`src/rtl/mips_mem_pkg.sv`:
```
// Shared types for the DataMemory arbiter: FSM state encoding and port indices.
// Latency: n/a (types and constants only).
// Backpressure: n/a.
package mips_mem_pkg;

    typedef enum logic {
        IDLE   = 1'b0,
        ACCESS = 1'b1
    } state_t;

    // Port index constants; also the encoding of the owner pointer.
    localparam logic PORT_CPU = 1'b0;
    localparam logic PORT_DBG = 1'b1;

endpackage

```
`src/rtl/rr_arbiter2.sv`:
```
// Two-way round-robin picker: a lone requester wins, a tie goes to the port
// that did not own the bus last. Latency: combinational.
// Backpressure: none; the loser simply sees no grant and keeps requesting.
// Ports: req_i[1:0] requests, last_owner_i previous winner, gnt_o[1:0] one-hot (or zero) grant.
module rr_arbiter2
    import mips_mem_pkg::*;
(
    input  logic [1:0] req_i,
    input  logic       last_owner_i,
    output logic [1:0] gnt_o
);

    always_comb begin
        gnt_o = 2'b00;
        case (req_i)
            2'b01:   gnt_o = 2'b01;
            2'b10:   gnt_o = 2'b10;
            2'b11:   gnt_o = (last_owner_i == PORT_CPU) ? 2'b10 : 2'b01;
            default: gnt_o = 2'b00;
        endcase
    end

endmodule

```
`src/rtl/data_memory_arbiter.sv`:
```
// Shares single-port DataMemory between the CPU port (0) and the debug/DMA port (1).
// Latency: Req sampled at edge N -> Grant in cycle N..N+1 -> Rvalid in cycle N+1..N+2.
// Backpressure: a requester holds Req and qualifiers until its Grant; one access per cycle.
// Ports: clk/reset (async active-low); per port X: ReqX/WeX/AddrX/WdataX in,
//        GrantX/RdataX/RvalidX/ErrX out; memory side: MemWrite/MemRead/Address/WriteData
//        out, ReadData in (combinational read from DataMemory).
module data_memory_arbiter
    import mips_mem_pkg::*;
#(
    parameter int DATA_WIDTH   = 32,
    parameter int MEMORY_DEPTH = 32
) (
    input  logic                  clk,
    input  logic                  reset,

    input  logic                  Req0,
    input  logic                  We0,
    input  logic [DATA_WIDTH-1:0] Addr0,
    input  logic [DATA_WIDTH-1:0] Wdata0,
    output logic                  Grant0,
    output logic [DATA_WIDTH-1:0] Rdata0,
    output logic                  Rvalid0,
    output logic                  Err0,

    input  logic                  Req1,
    input  logic                  We1,
    input  logic [DATA_WIDTH-1:0] Addr1,
    input  logic [DATA_WIDTH-1:0] Wdata1,
    output logic                  Grant1,
    output logic [DATA_WIDTH-1:0] Rdata1,
    output logic                  Rvalid1,
    output logic                  Err1,

    output logic                  MemWrite,
    output logic                  MemRead,
    output logic [DATA_WIDTH-1:0] Address,
    output logic [DATA_WIDTH-1:0] WriteData,
    input  logic [DATA_WIDTH-1:0] ReadData
);

    localparam logic [DATA_WIDTH-1:0] DEPTH_W = DATA_WIDTH'(MEMORY_DEPTH);

    state_t                state_q, state_d;
    logic                  owner_q, owner_d;   // current access owner == last granted port
    logic                  we_q, we_d;
    logic [DATA_WIDTH-1:0] addr_q, addr_d;
    logic [DATA_WIDTH-1:0] wdata_q, wdata_d;

    logic [1:0]            rvalid_q, rvalid_d;
    logic [1:0]            err_q, err_d;
    logic [DATA_WIDTH-1:0] rdata0_q, rdata0_d;
    logic [DATA_WIDTH-1:0] rdata1_q, rdata1_d;

    logic [1:0]            gnt;
    logic                  access;
    logic                  inrange;
    logic [1:0]            sel;                // which port is on the bus this cycle

    rr_arbiter2 u_arb (
        .req_i        ({Req1, Req0}),
        .last_owner_i (owner_q),
        .gnt_o        (gnt)
    );

    assign access  = (state_q == ACCESS);
    assign inrange = (addr_q < DEPTH_W);
    assign sel[0]  = access && (owner_q == PORT_CPU);
    assign sel[1]  = access && (owner_q == PORT_DBG);

    // Next-state: the same decision is taken from IDLE and from ACCESS, so a
    // new access can follow the previous one with no idle bubble.
    always_comb begin
        state_d = IDLE;
        owner_d = owner_q;
        we_d    = we_q;
        addr_d  = addr_q;
        wdata_d = wdata_q;
        if (gnt[0]) begin
            state_d = ACCESS;
            owner_d = PORT_CPU;
            we_d    = We0;
            addr_d  = Addr0;
            wdata_d = Wdata0;
        end else if (gnt[1]) begin
            state_d = ACCESS;
            owner_d = PORT_DBG;
            we_d    = We1;
            addr_d  = Addr1;
            wdata_d = Wdata1;
        end
    end

    // Response capture at the edge that ends an ACCESS cycle; the non-owner
    // port's response registers are cleared so they read as zero.
    always_comb begin
        rvalid_d = sel;
        err_d    = sel & {2{~inrange}};
        rdata0_d = (sel[0] && inrange) ? ReadData : '0;
        rdata1_d = (sel[1] && inrange) ? ReadData : '0;
    end

    always_ff @(posedge clk or negedge reset) begin
        if (!reset) begin
            state_q  <= IDLE;
            owner_q  <= PORT_DBG;          // port 0 wins the first tie after reset
            we_q     <= 1'b0;
            addr_q   <= '0;
            wdata_q  <= '0;
            rvalid_q <= 2'b00;
            err_q    <= 2'b00;
            rdata0_q <= '0;
            rdata1_q <= '0;
        end else begin
            state_q  <= state_d;
            owner_q  <= owner_d;
            we_q     <= we_d;
            addr_q   <= addr_d;
            wdata_q  <= wdata_d;
            rvalid_q <= rvalid_d;
            err_q    <= err_d;
            rdata0_q <= rdata0_d;
            rdata1_q <= rdata1_d;
        end
    end

    // Memory side is gated by the state so IDLE drives all zeros, and an
    // out-of-range address never strobes the memory.
    assign Grant0    = sel[0];
    assign Grant1    = sel[1];
    assign MemWrite  = access &  we_q & inrange;
    assign MemRead   = access & ~we_q & inrange;
    assign Address   = access ? addr_q  : '0;
    assign WriteData = access ? wdata_q : '0;

    assign Rvalid0   = rvalid_q[0];
    assign Rvalid1   = rvalid_q[1];
    assign Err0      = err_q[0];
    assign Err1      = err_q[1];
    assign Rdata0    = rdata0_q;
    assign Rdata1    = rdata1_q;

endmodule
```
`config.mk`:
```
export PLATFORM = sky130hd
export DESIGN_NAME = data_memory_arbiter
export DESIGN_NICKNAME = d
export VERILOG_FILES = /design/src/rtl/mips_mem_pkg.sv /design/src/rtl/rr_arbiter2.sv /design/src/rtl/data_memory_arbiter.sv
export SDC_FILE = /design/constraint.sdc
export NUM_CORES = 1
export LEC_CHECK = 0
export CAP_MARGIN = 10
export CORE_AREA = 3 3 115 139
export CTS_BUF_LIST = sky130_fd_sc_hd__clkbuf_8 sky130_fd_sc_hd__clkbuf_16
export DETAILED_ROUTE_END_ITERATION = 7
export DIE_AREA = 0 0 118 142
export HOLD_SLACK_MARGIN = 0.03
export PLACE_DENSITY = 0.8
export SLEW_MARGIN = 10
export SYNTH_ARGS = -nofsm -noshare
export SYNTH_HDL_FRONTEND = slang
export SYNTH_SLANG_ARGS = --single-unit
```
`constraint.sdc`:
```
create_clock -name clk -period 1.8 [get_ports clk]
set_input_delay 0.54 -clock clk [delete_from_list [all_inputs] [get_ports clk]]
set_output_delay 0.54 -clock clk [all_outputs]
set_load 0.005 [all_outputs]
```
==> results by group, run 1 <==
Outcome
  – Status: finished, violations left
  – Failing checks: negative setup slack

Routing
  – Vias: 6,000
  – Highest layer used for signal routing: met5
  – Drt pass-1 iters: 7
  – Routed length on met3: 1520 um
  – Iter 0 DRT Violations: 415
  – Met1 Wirelength: 8140 um
  – DR WL/cell: 19.1 um
  – Routed WL: 22,200 um
  – Number of vias per cell: 5.15
  – Post-route ant nets: 0
  – Met2 WL: 11,900 um
  – Drt drc: 0

Finish
  – Area Growth Syn to Fin: 84.6%
  – FF+latch area: 3380 um^2
  – Fill cells: 1,063
  – Finished Core Util: a little over 70%
  – ANT cells: 0
  – Share of layout cells above drive strength 1: between 20% and 30%
  – Net count, final: 1,115
  – Multi-input logic area: 2510 um^2

STA
  – Setup tns final: -19,740 ps
  – Slew Limit Fails: 0
  – Final Hold Vio Count: 0
  – # setup viols final: 68
  – Clk_skew: 9.04 ps
  – F_max: 415 MHz
  – Slew headroom: 60.1%
  – Worst Tran Pin Value: 598 ps
  – RSZ-0062 raised after global routing: yes
  – Crit path time final: between 2000 and 2500 ps
  – Final Worst Setup Slack: -609 ps
  – Crit share post-route: 134%

GRT
  – First-pass GRT wire length: 31,800 um
  – Initial antenna violation count: 1
  – Total congestion overflow: 0
  – Number of global-route vias before repair: ~6,000
  – Largest net degree at the start of global routing: 67
  – Total global-route track usage: 24.4%

Clock network
  – Clk root buf: clkbuf_16
  – CTS H-Tree Depth: 4
  – Clk slew on worst S/H paths: 60 ps
  – CTS tree: done
  – Clock sinks: 135
  – Clk Latency, worst-skew pair: 410 ps
  – Clock tree buffer depth: 2
  – CTS buffer count: 17

Yosys
  – Simple-Gate Fraction of Synth Area: 28.1%
  – Adder-cell share of the synthesized area: 0%
  – Mapped Area: just under 6000 um^2
  – EDFF count, synth: 0
  – Post-synthesis mux area share: 0%
  – Synthesized area per cell: 9.74 um^2
  – Top FF cell, synth: dfrtp_1
  – Synth Warn #: 0
  – Cells after Synth: 601
  – Flops & latches, synth: 135
  – Synth cell types: 22
  – Synth Area in Compound Gates: 10.2%
  – Synthesized Nets: 767
  – Post-synthesis sequential area ratio: 57.7%
  – Area share of xor/xnor cells in the synthesized design: 0%
  – Main combinational cell family by area after synthesis: simple AND/OR/NAND/NOR gates
  – Post-synth ARST share: 100%

Setup path
  – Critical Path Start Type: flop
  – Buf+Inv Stages, Crit Path: 4
  – CP Class: flop to primary output
  – WP data required: 1260 ps
  – Top delay family on crit path: buffers and inverters
  – Worst path depth: 7
  – Slowest CP cell: dfrtp_1
  – Crit path capture: MemWrite
  – FF-to-FF path depth: 7
  – Cells along the critical path: nor4_2, buf_4, nand4_1, buf_4, buf_4, nor3_2, buf_2
  – Crit path largest cell delay: around 400 ps
  – Critical Path Source: addr_q[19]
  – Crit. End Element: primary output
  – Arr. time, crit path: approximately 1900 ps
  – R2r startpoint: addr_q[19]
  – Reg2reg setup slack: 30 ps
  – Worst-path maximum fanout: 3
  – Reg2reg end: Rdata0[29]
  – Most frequent cell on the critical path: buf_4

Die
  – Die Y: approximately 140 um
  – Boundary Pins: 302
  – Die W: 118 um
  – Starting Density: 39.3%
  – Core Rows: 49
  – Core area: 14,900 um^2
  – DIE AREA: approximately 17,000 um^2

Pwr
  – Power Density: 830 nW/um^2
  – Leak Pwr: 5.60 nW
  – Maximum vdd drop: 0.000484 V

Worst hold path
  – Min-Delay Path Class: flop to flop
  – Hold path depth: 2

Run
  – Max-cap violations: 0

Placed design
  – PortBufs: 301
  – Hpwl dp: about 14,000 um
  – Placer congestion estimate: around 0.82
power by group:
group | leakage (nW) | switching [mW] | internal, mW
Combinational | 3.55 | 0.834 | 1.21
Sequential | 1.75 | 0.134 | 3.24
Clock | 0.297 | 1.37 | 2.19
Total | 5.60 | 2.34 | 6.63
per-layer routing:
metal / GRT usage, % / vias up
met5: 0 / -
met4: 9.57 / 2
met3: 6.84 / 50
met2: 44.1 / 279
met1: 27.5 / 2897
li1: - / 2772
final cells by class:
type	instances	share of cell area, %
clock buffers	17	3.94
flip-flops and latches	135	31.3
repair buffers	386	37.5
well taps	204	2.36
multi-input cells	407	23.2
inverters	2	0.0695
clock inverters	15	1.66
layout by cell type, fill, tap and decap left out, types with 2 or more instances in the layout:
cell type / count
and2_4: 59
inv_1: 4
inv_6: 3
buf_4: 44
clkbuf_16: 22
clkinv_4: 4
nor3_2: 31
o21a_1: 2
buf_16: 3
buf_12: 9
buf_6: 68
dfrtp_1: 133
dlygate4sd2_1: 27
bufinv_16: 3
a32oi_1: 65
buf_2: 5
clkbuf_2: 14
and2_1: 6
nor4_1: 4
nor3_1: 35
nor4_2: 2
dlymetal6s2s_1: 36
clkdlybuf4s50_1: 168
nand2_1: 195
clkinvlp_4: 2
buf_8: 6
how the worst min path moves through the flow:
stage,endpoint,slack [ps],start
after floorplan,Rdata0[0],240,reset
after global placement,Rdata0[10],390,reset
after detailed placement,Rdata0[8],390,reset
after CTS,wdata_q[24],480,wdata_q[24]
after global routing,wdata_q[4],500,wdata_q[4]
final,wdata_q[18],480,wdata_q[18]
through the flow:
step	instance area (um^2)	instances	power [mW]	hold WS (ps)	worst slack (ps)
detailed placement	9450	1102	5.16	388	-600
finish	10800	1166	8.97	485	-609
global placement	9450	1102	5.14	389	-552
CTS	10200	1149	8.74	476	-593
floorplan	5880	601	3.98	244	22.9
global route	10800	1166	9.32	501	-745
registers in the layout, indices dropped and copies added, names as in the netlist:
register  flops
Rdata0       32
Rdata1       32
access        1
addr_q       32
err_q         2
owner_q       1
rvalid_q      2
wdata_q      32
we_q          1
tightest hold or removal path, stage by stage, from the launching register on:
cell and delay [ps]:
dfrtp_1 340, a32oi_1 60, nand2_1 50
kinds of logic (layout without fill, tap and decap cells):
family                 count (synthesis)  after routing
AO/OA/AOI/OAI                         69             69
buffers and inverters                 59            420
AND/OR/NAND/NOR                      338            338
flip-flops                           135            135
synthesized netlist by cell type (2+ instances only):
| library cell | number | share of area (%) |
|---|---|---|
| nor4_1 | 6 | 0.64 |
| buf_2 | 6 | 0.51 |
| nor3_2 | 20 | 3.4 |
| buf_1 | 8 | 0.51 |
| inv_1 | 2 | 0.13 |
| o21a_1 | 2 | 0.26 |
| dfrtp_1 | 134 | 57 |
| buf_4 | 2 | 0.26 |
| nor3_1 | 46 | 3.9 |
| clkbuf_1 | 41 | 2.6 |
| a32oi_1 | 65 | 9.7 |
| and2_1 | 65 | 6.9 |
| nand2_1 | 195 | 12 |
timing repair:
action	CTS	global route
pin swaps	0	1
cloned	4	5
resized for setup	287	192
hold buffers	1	0
endpoints found under the setup margin	95	158
setup buffers	10	17
endpoints found under the hold margin	13	0
Note: power is estimated with default switching activity, not from simulation.
==> run 2, diff against run 1 <==
--- a/config.mk
+++ b/config.mk
@@ -12,6 +12,7 @@
 export DIE_AREA = 0 0 118 142
 export HOLD_SLACK_MARGIN = 0.03
 export PLACE_DENSITY = 0.8
+export SKIP_CTS_REPAIR_TIMING = 1
 export SLEW_MARGIN = 10
 export SYNTH_ARGS = -nofsm -noshare
 export SYNTH_HDL_FRONTEND = slang
==> run 2 against run 1 <==
Sequential share of layout area increased by 0.36 points. Worst hold slack worse by 7.0 ps. Utilization fell by 0.81 points. Critical path depth is 2 lower. Combinational power down 4%. Non-clock buffer count grew 4. The flow still finishes with violations (negative setup slack). Via count shrank 0.37%.
==> results by group, run 2 (same netlist as run 1, synthesis figures left out) <==
STA
  – Crit share post-route: 133% (was 134%)
  – Final Hold Slack: 478 ps (was 485 ps)
  – Worst Tran Pin Value: 774 ps (was 598 ps)
  – Crit path time final: 2390 ps (was 2410 ps)
  – F_max: 419 MHz (was 415 MHz)
  – Slew Limit Fails: 0 (unchanged)
  – RSZ-0062 raised after global routing: yes (unchanged)
  – Final Worst Setup Slack: -588 ps (was -609 ps)
  – Slew headroom: 48.4% (was 60.1%)
  – Clk_skew: 10.7 ps (was 9.04 ps)
  – Final Hold Vio Count: 0 (unchanged)
  – # setup viols final: 72 (was 68)

Die
  – Core area: 14,900 um^2 (unchanged)
  – Starting Density: 39.3% (unchanged)
  – Boundary Pins: 302 (unchanged)
  – Die Y: 142 um (unchanged)
  – DIE AREA: 16,800 um^2 (unchanged)
  – Core Rows: 49 (unchanged)
  – Die W: 118 um (unchanged)

Worst hold path
  – Hold path depth: 2 (unchanged)
  – Min-Delay Path Class: flop to flop (unchanged)
  – Worst hold path endpoint: wdata_q[18] (unchanged)
  – Hold Crit Start: wdata_q[18] (unchanged)

Routing
  – Post-route ant nets: 0 (unchanged)
  – Vias: 5,978 (was 6,000)
  – Drt pass-1 iters: 5 (was 7)
  – Drt drc: 0 (unchanged)
  – Routed WL: 22,000 um (was 22,200 um)
  – Number of vias per cell: 5.11 (was 5.15)
  – DR WL/cell: 18.8 um (was 19.1 um)
  – Iter 0 DRT Violations: 528 (was 415)

Setup path
  – WP data required: 1260 ps (about the same)
  – Buf+Inv Stages, Crit Path: 2 (was 4)
  – Crit path largest cell delay: 400 ps (about the same)
  – Crit. End Element: primary output (unchanged)
  – Slowest CP cell: dfrtp_1 (unchanged)
  – Reg2reg setup slack: -40 ps (was 30 ps)
  – Worst-path maximum fanout: 3 (unchanged)
  – R2r startpoint: addr_q[14] (was addr_q[19])
  – FF-to-FF path depth: 5 (was 7)
  – Cells along the critical path: nor4_1, buf_4, nand3_4, nor4b_4, buf_2 (was nor4_2, buf_4, nand4_1, buf_4, buf_4, nor3_2, buf_2)
  – Critical Path Source: addr_q[14] (was addr_q[19])
  – Critical Path Start Type: flop (unchanged)
  – Arr. time, crit path: 1850 ps (was 1870 ps)
  – Reg2reg end: Rdata0[23] (was Rdata0[29])
  – CP Class: flop to primary output (unchanged)
  – Top delay family on crit path: simple AND/OR/NAND/NOR gates (was buffers and inverters)

Finish
  – Area Growth Syn to Fin: 82.5% (was 84.6%)
  – Most common library cell in the layout ignoring fill and taps: nand2_1 (unchanged)
  – Finished Cell Area: 10,700 um^2 (was 10,800 um^2)
  – Net count, final: 1,119 (was 1,115)
  – Commonest cells after routing, fill and taps aside: nand2_1, clkdlybuf4s50_1, dfrtp_1 (unchanged)
  – Share of layout cells above drive strength 1: 26.8% (was 29.5%)

GRT
  – Total global-route track usage: 23.2% (was 24.4%)
  – Total congestion overflow: 0 (unchanged)
  – Initial antenna violation count: 2 (was 1)
  – Number of global-route vias before repair: 5,907 (was 5,986)
  – Global route hottest layer: met2 (unchanged)
  – GRT met2 Usage: 41.4% (was 44.1%)
  – GRT met3 Usage: 6.92% (was 6.84%)
  – M1 GR Usage: 26.1% (was 27.5%)
  – First-pass GRT wire length: 30,600 um (was 31,800 um)
  – Largest net degree at the start of global routing: 67 (unchanged)

Clock network
  – Clock tree buffer depth: 2 (unchanged)
  – Clock sinks: 135 (unchanged)
  – Clk Latency, worst-skew pair: 410 ps (about the same)
  – CTS H-Tree Depth: 4 (unchanged)
  – CTS tree: done (unchanged)
  – Clk slew on worst S/H paths: 60 ps (about the same)
  – CTS buffer count: 17 (unchanged)
  – Clk root buf: clkbuf_16 (unchanged)

Outcome
  – Failing checks: negative setup slack (unchanged)
  – Status: finished, violations left (unchanged)

Pwr
  – Leak Pwr: 5.91 nW (was 5.60 nW)
  – Maximum vdd drop: 0.000508 V (was 0.000484 V)
  – Power Density: 829 nW/um^2 (was 830 nW/um^2)

Placed design
  – Post-Place Cell Area: 9450 um^2 (unchanged)
  – Hpwl dp: 14,000 um (unchanged)
  – Placer congestion estimate: 0.818 (unchanged)
  – PortBufs: 301 (unchanged)

Run
  – Max-cap violations: 0 (unchanged)
-- run 2: cell count changes in the layout (fill, tap and decap cells not counted), moves of 10 or more --
cell | before | now
and2_1 | 6 | 21
buf_6 | 68 | 47
dlymetal6s2s_1 | 36 | 65
dlygate4sd2_1 | 27 | 0
clkbuf_2 | 14 | 32
nor3_2 | 31 | 21
nor3_1 | 35 | 45
and2_4 | 59 | 44
-- run 2: worst max-delay path by stage --
| stage | end | slack [ps] | depth (start not counted) |
|---|---|---|---|
| after floorplan | MemRead | 20 | 4 |
| after global placement | MemRead | -550 | 6 |
| after detailed placement | MemRead | -600 | 6 |
| after CTS | MemRead | -1050 | 6 |
| after global routing | MemRead | -690 | 6 |
| final | MemRead | -590 | 5 |
-- run 2: worst register-to-register path, cell delays in order (launching register included) --
cell and delay [ps]:
dfrtp_1 400, nor4_1 340, buf_4 180, nand3_4 100
buf_4 370, nor3_1 350
-- run 2: final cells by class --
cell class,instances,area (um^2)
Antenna cell,1,2.50
Tap cell,204,255
Multi-Input combinational cell,407,2420
Clock buffer,17,425
Clock inverter,15,179
Sequential cell,135,3380
Fill cell,1075,4210
Timing Repair Buffer,390,4020
Inverter,2,7.51
-- run 2: per-stage QoR --
stage | instances | worst slack [ps] | power [mW] | TNS, ps | utilization (%)
after floorplan | 601 | 22.9 | 3.98 | 0 | -
after global placement | 1102 | -552 | 5.14 | -3110 | 63.5
after detailed placement | 1102 | -600 | 5.16 | -4850 | 63.5
after CTS | 1134 | -1050 | 8.72 | -34590 | 67.5
after global routing | 1171 | -689 | 9.21 | -25660 | 71.7
final | 1171 | -588 | 8.86 | -20020 | 71.7
-- run 2: routing by layer --
metal | vias up | routed length, um
met4 | 2 | 862
met1 | 2859 | 8020
met5 | - | 9
met3 | 57 | 1490
li1 | 2771 | -
met2 | 289 | 11600
-- run 2: where the power goes --
group / switching [mW] / internal (mW)
combinational: 0.818 / 1.13
sequential: 0.129 / 3.24
clock: 1.36 / 2.19
==> run 3, diff against run 2 <==
--- a/config.mk
+++ b/config.mk
@@ -8,10 +8,12 @@
 export CAP_MARGIN = 10
 export CORE_AREA = 3 3 115 139
 export CTS_BUF_LIST = sky130_fd_sc_hd__clkbuf_8 sky130_fd_sc_hd__clkbuf_16
+export CTS_CLUSTER_DIAMETER = 50
 export DETAILED_ROUTE_END_ITERATION = 7
 export DIE_AREA = 0 0 118 142
 export HOLD_SLACK_MARGIN = 0.03
 export PLACE_DENSITY = 0.8
+export REMOVE_ABC_BUFFERS = 1
 export SKIP_CTS_REPAIR_TIMING = 1
 export SLEW_MARGIN = 10
 export SYNTH_ARGS = -nofsm -noshare
==> run 3 against run 2 <==
The run still ends with negative setup slack left. Worst hold slack got worse by 0.56 ps. Count of clock-buffer cells in the layout unchanged. First-iteration DRC count decreased by 20%. Critical path depth unchanged. Sequential power about the same. Routed wire length increased by 0.15%. Final cell count decreased by 1.3%. Power decreased by 2.3%. Critical path type unchanged. Critical endpoint unchanged.
==> results by group, run 3 (same netlist as run 1, synthesis figures left out) <==
Outcome
  – Status: finished, violations left (unchanged)
  – Failing checks: negative setup slack (unchanged)

GRT
  – Total congestion overflow: 0 (unchanged)
  – GRT met2 Usage: 38.6% (was 41.4%)
  – First-pass GRT wire length: 31,500 um (was 30,600 um)
  – Total global-route track usage: 23.6% (was 23.2%)
  – Global route hottest layer: met2 (unchanged)
  – Initial antenna violation count: 0 (was 2)
  – Number of global-route vias before repair: 5,625 (was 5,907)
  – Largest net degree at the start of global routing: 66 (was 67)
  – GRT met3 Usage: 9.46% (was 6.92%)
  – M1 GR Usage: 29.6% (was 26.1%)

Die
  – Core Rows: 49 (unchanged)
  – DIE AREA: 16,800 um^2 (unchanged)
  – Die W: 118 um (unchanged)
  – Die Y: 142 um (unchanged)
  – Boundary Pins: 302 (unchanged)
  – Core area: 14,900 um^2 (unchanged)
  – Starting Density: 39.3% (unchanged)

Finish
  – Finished Core Util: 70.3% (was 71.7%)
  – ANT cells: 0 (was 1)
  – Layout Cells excl Fill: 1,156 (was 1,171)
  – Commonest cells after routing, fill and taps aside: nand2_1, clkdlybuf4s50_1, dfrtp_1 (unchanged)
  – Net count, final: 1,105 (was 1,119)
  – Area Growth Syn to Fin: 79.0% (was 82.5%)
  – Share of layout cells above drive strength 1: 25.8% (was 26.8%)
  – Most common library cell in the layout ignoring fill and taps: nand2_1 (unchanged)

Clock network
  – Clock tree buffer depth: 2 (unchanged)
  – Clk Latency, worst-skew pair: 410 ps (about the same)
  – CTS buffer count: 17 (unchanged)
  – Clk root buf: clkbuf_16 (unchanged)
  – CTS tree: done (unchanged)
  – Clk slew on worst S/H paths: 60 ps (about the same)
  – Clock sinks: 135 (unchanged)
  – CTS H-Tree Depth: 4 (unchanged)

Setup path
  – R2r startpoint: addr_q[17] (was addr_q[14])
  – FF-to-FF path depth: 4 (was 5)
  – Worst-path maximum fanout: 4 (was 3)
  – Reg2reg setup slack: -100 ps (was -40 ps)
  – CP Class: flop to primary output (unchanged)
  – Arr. time, crit path: 1860 ps (was 1850 ps)
  – Critical Path Start Type: flop (unchanged)
  – Crit. End Element: primary output (unchanged)
  – WP data required: 1260 ps (about the same)
  – Reg2reg end: Rdata0[19] (was Rdata0[23])

Placed design
  – Dpl cells: 1,093 (was 1,102)
  – Placer congestion estimate: 0.853 (was 0.818)
  – PortBufs: 301 (unchanged)
  – Hpwl dp: 13,700 um (was 14,000 um)
  – Pre-CTS WS: -696 ps (was -600 ps)

STA
  – Crit path time final: 2400 ps (was 2390 ps)
  – Final Worst Setup Slack: -602 ps (was -588 ps)
  – Final Hold Vio Count: 0 (unchanged)
  – # setup viols final: 86 (was 72)
  – Slew headroom: 46.6% (was 48.4%)
  – Clk_skew: 10.8 ps (was 10.7 ps)
  – Crit share post-route: 133% (about the same)
  – Setup tns final: -15,300 ps (was -20,020 ps)
  – Slew Limit Fails: 0 (unchanged)
  – F_max: 416 MHz (was 419 MHz)
  – RSZ-0062 raised after global routing: yes (unchanged)
  – Worst Tran Pin Value: 800 ps (was 774 ps)

Routing
  – Drt pass-1 iters: 5 (unchanged)
  – Iter 0 DRT Violations: 425 (was 528)
  – Drt drc: 0 (unchanged)
  – Vias: 5,870 (was 5,978)
  – DR WL/cell: 19.1 um (was 18.8 um)
  – Number of vias per cell: 5.08 (was 5.11)
  – Routed WL: 22,100 um (was 22,000 um)
  – Post-route ant nets: 0 (unchanged)

Pwr
  – Logic pwr share: 21.4% (was 22.0%)
  – Internal power: 6.26 mW (was 6.55 mW)
  – Maximum vdd drop: 0.000603 V (was 0.000508 V)
  – Psw: 2.40 mW (was 2.30 mW)
  – Tot Pwr: 8.65 mW (was 8.86 mW)
  – Leak Pwr: 5.85 nW (was 5.91 nW)
  – Flop pwr share: 38.8% (was 38.0%)
  – Sw Ratio: 27.7% (was 26.0%)
  – Power Density: 826 nW/um^2 (was 829 nW/um^2)
  – Clk pwr share: 39.8% (was 40.0%)

Worst hold path
  – Worst hold path endpoint: wdata_q[23] (was wdata_q[18])
  – Min-Delay Path Class: flop to flop (unchanged)
  – Hold Crit Start: wdata_q[23] (was wdata_q[18])
  – Hold path depth: 2 (unchanged)

Run
  – Max-cap violations: 0 (unchanged)
run 3: routing by layer:
metal	part of all wire, %	vias to the layer above
li1	-	2740
met1	39	2842
met2	51	258
met3	8.5	30
met4	1.6	0
met5	0	-
run 3: worst max-delay path by stage:
stage,depth (start not counted),endpoint,start
2_1_floorplan,3,addr_q[0],Req1
3_3_place_gp,5,MemRead,addr_q[27]
3_5_place_dp,5,MemRead,addr_q[27]
4_1_cts,5,MemRead,addr_q[27]
5_1_grt,5,MemRead,addr_q[24]
6_report,5,MemRead,addr_q[19]
run 3: final cells by class:
type,instances,area (um^2)
Inverter,2,7.51
Tap cell,204,255
Timing Repair Buffer,376,3840
Sequential cell,135,3380
Clock inverter,15,158
Multi-Input combinational cell,407,2410
Clock buffer,17,425
Fill cell,1139,4420
run 3: power by group through the flow:
stage	clock network, mW	registers (mW)	logic (mW)
6_report	3.45	3.36	1.85
5_1_grt	3.64	3.37	2.01
4_1_cts	3.50	3.33	1.75
3_5_place_dp	0	3.39	1.74
3_3_place_gp	0	3.38	1.73
2_1_floorplan	0	3.38	0.558
run 3: per-stage QoR:
stage                     hold slack, ps  area [um^2]
after floorplan                      244         5630
after global placement               434         9360
after detailed placement             432         9360
after CTS                          -15.5         9950
after global routing                 493        10500
final                                477        10500
run 3: worst max-delay path: stages, from the launching register on:
cell and delay [ps]:
dfrtp_1 400, nor4_2 310, nand4_1 170, buf_6 170
nor4b_4 240, buf_2 160
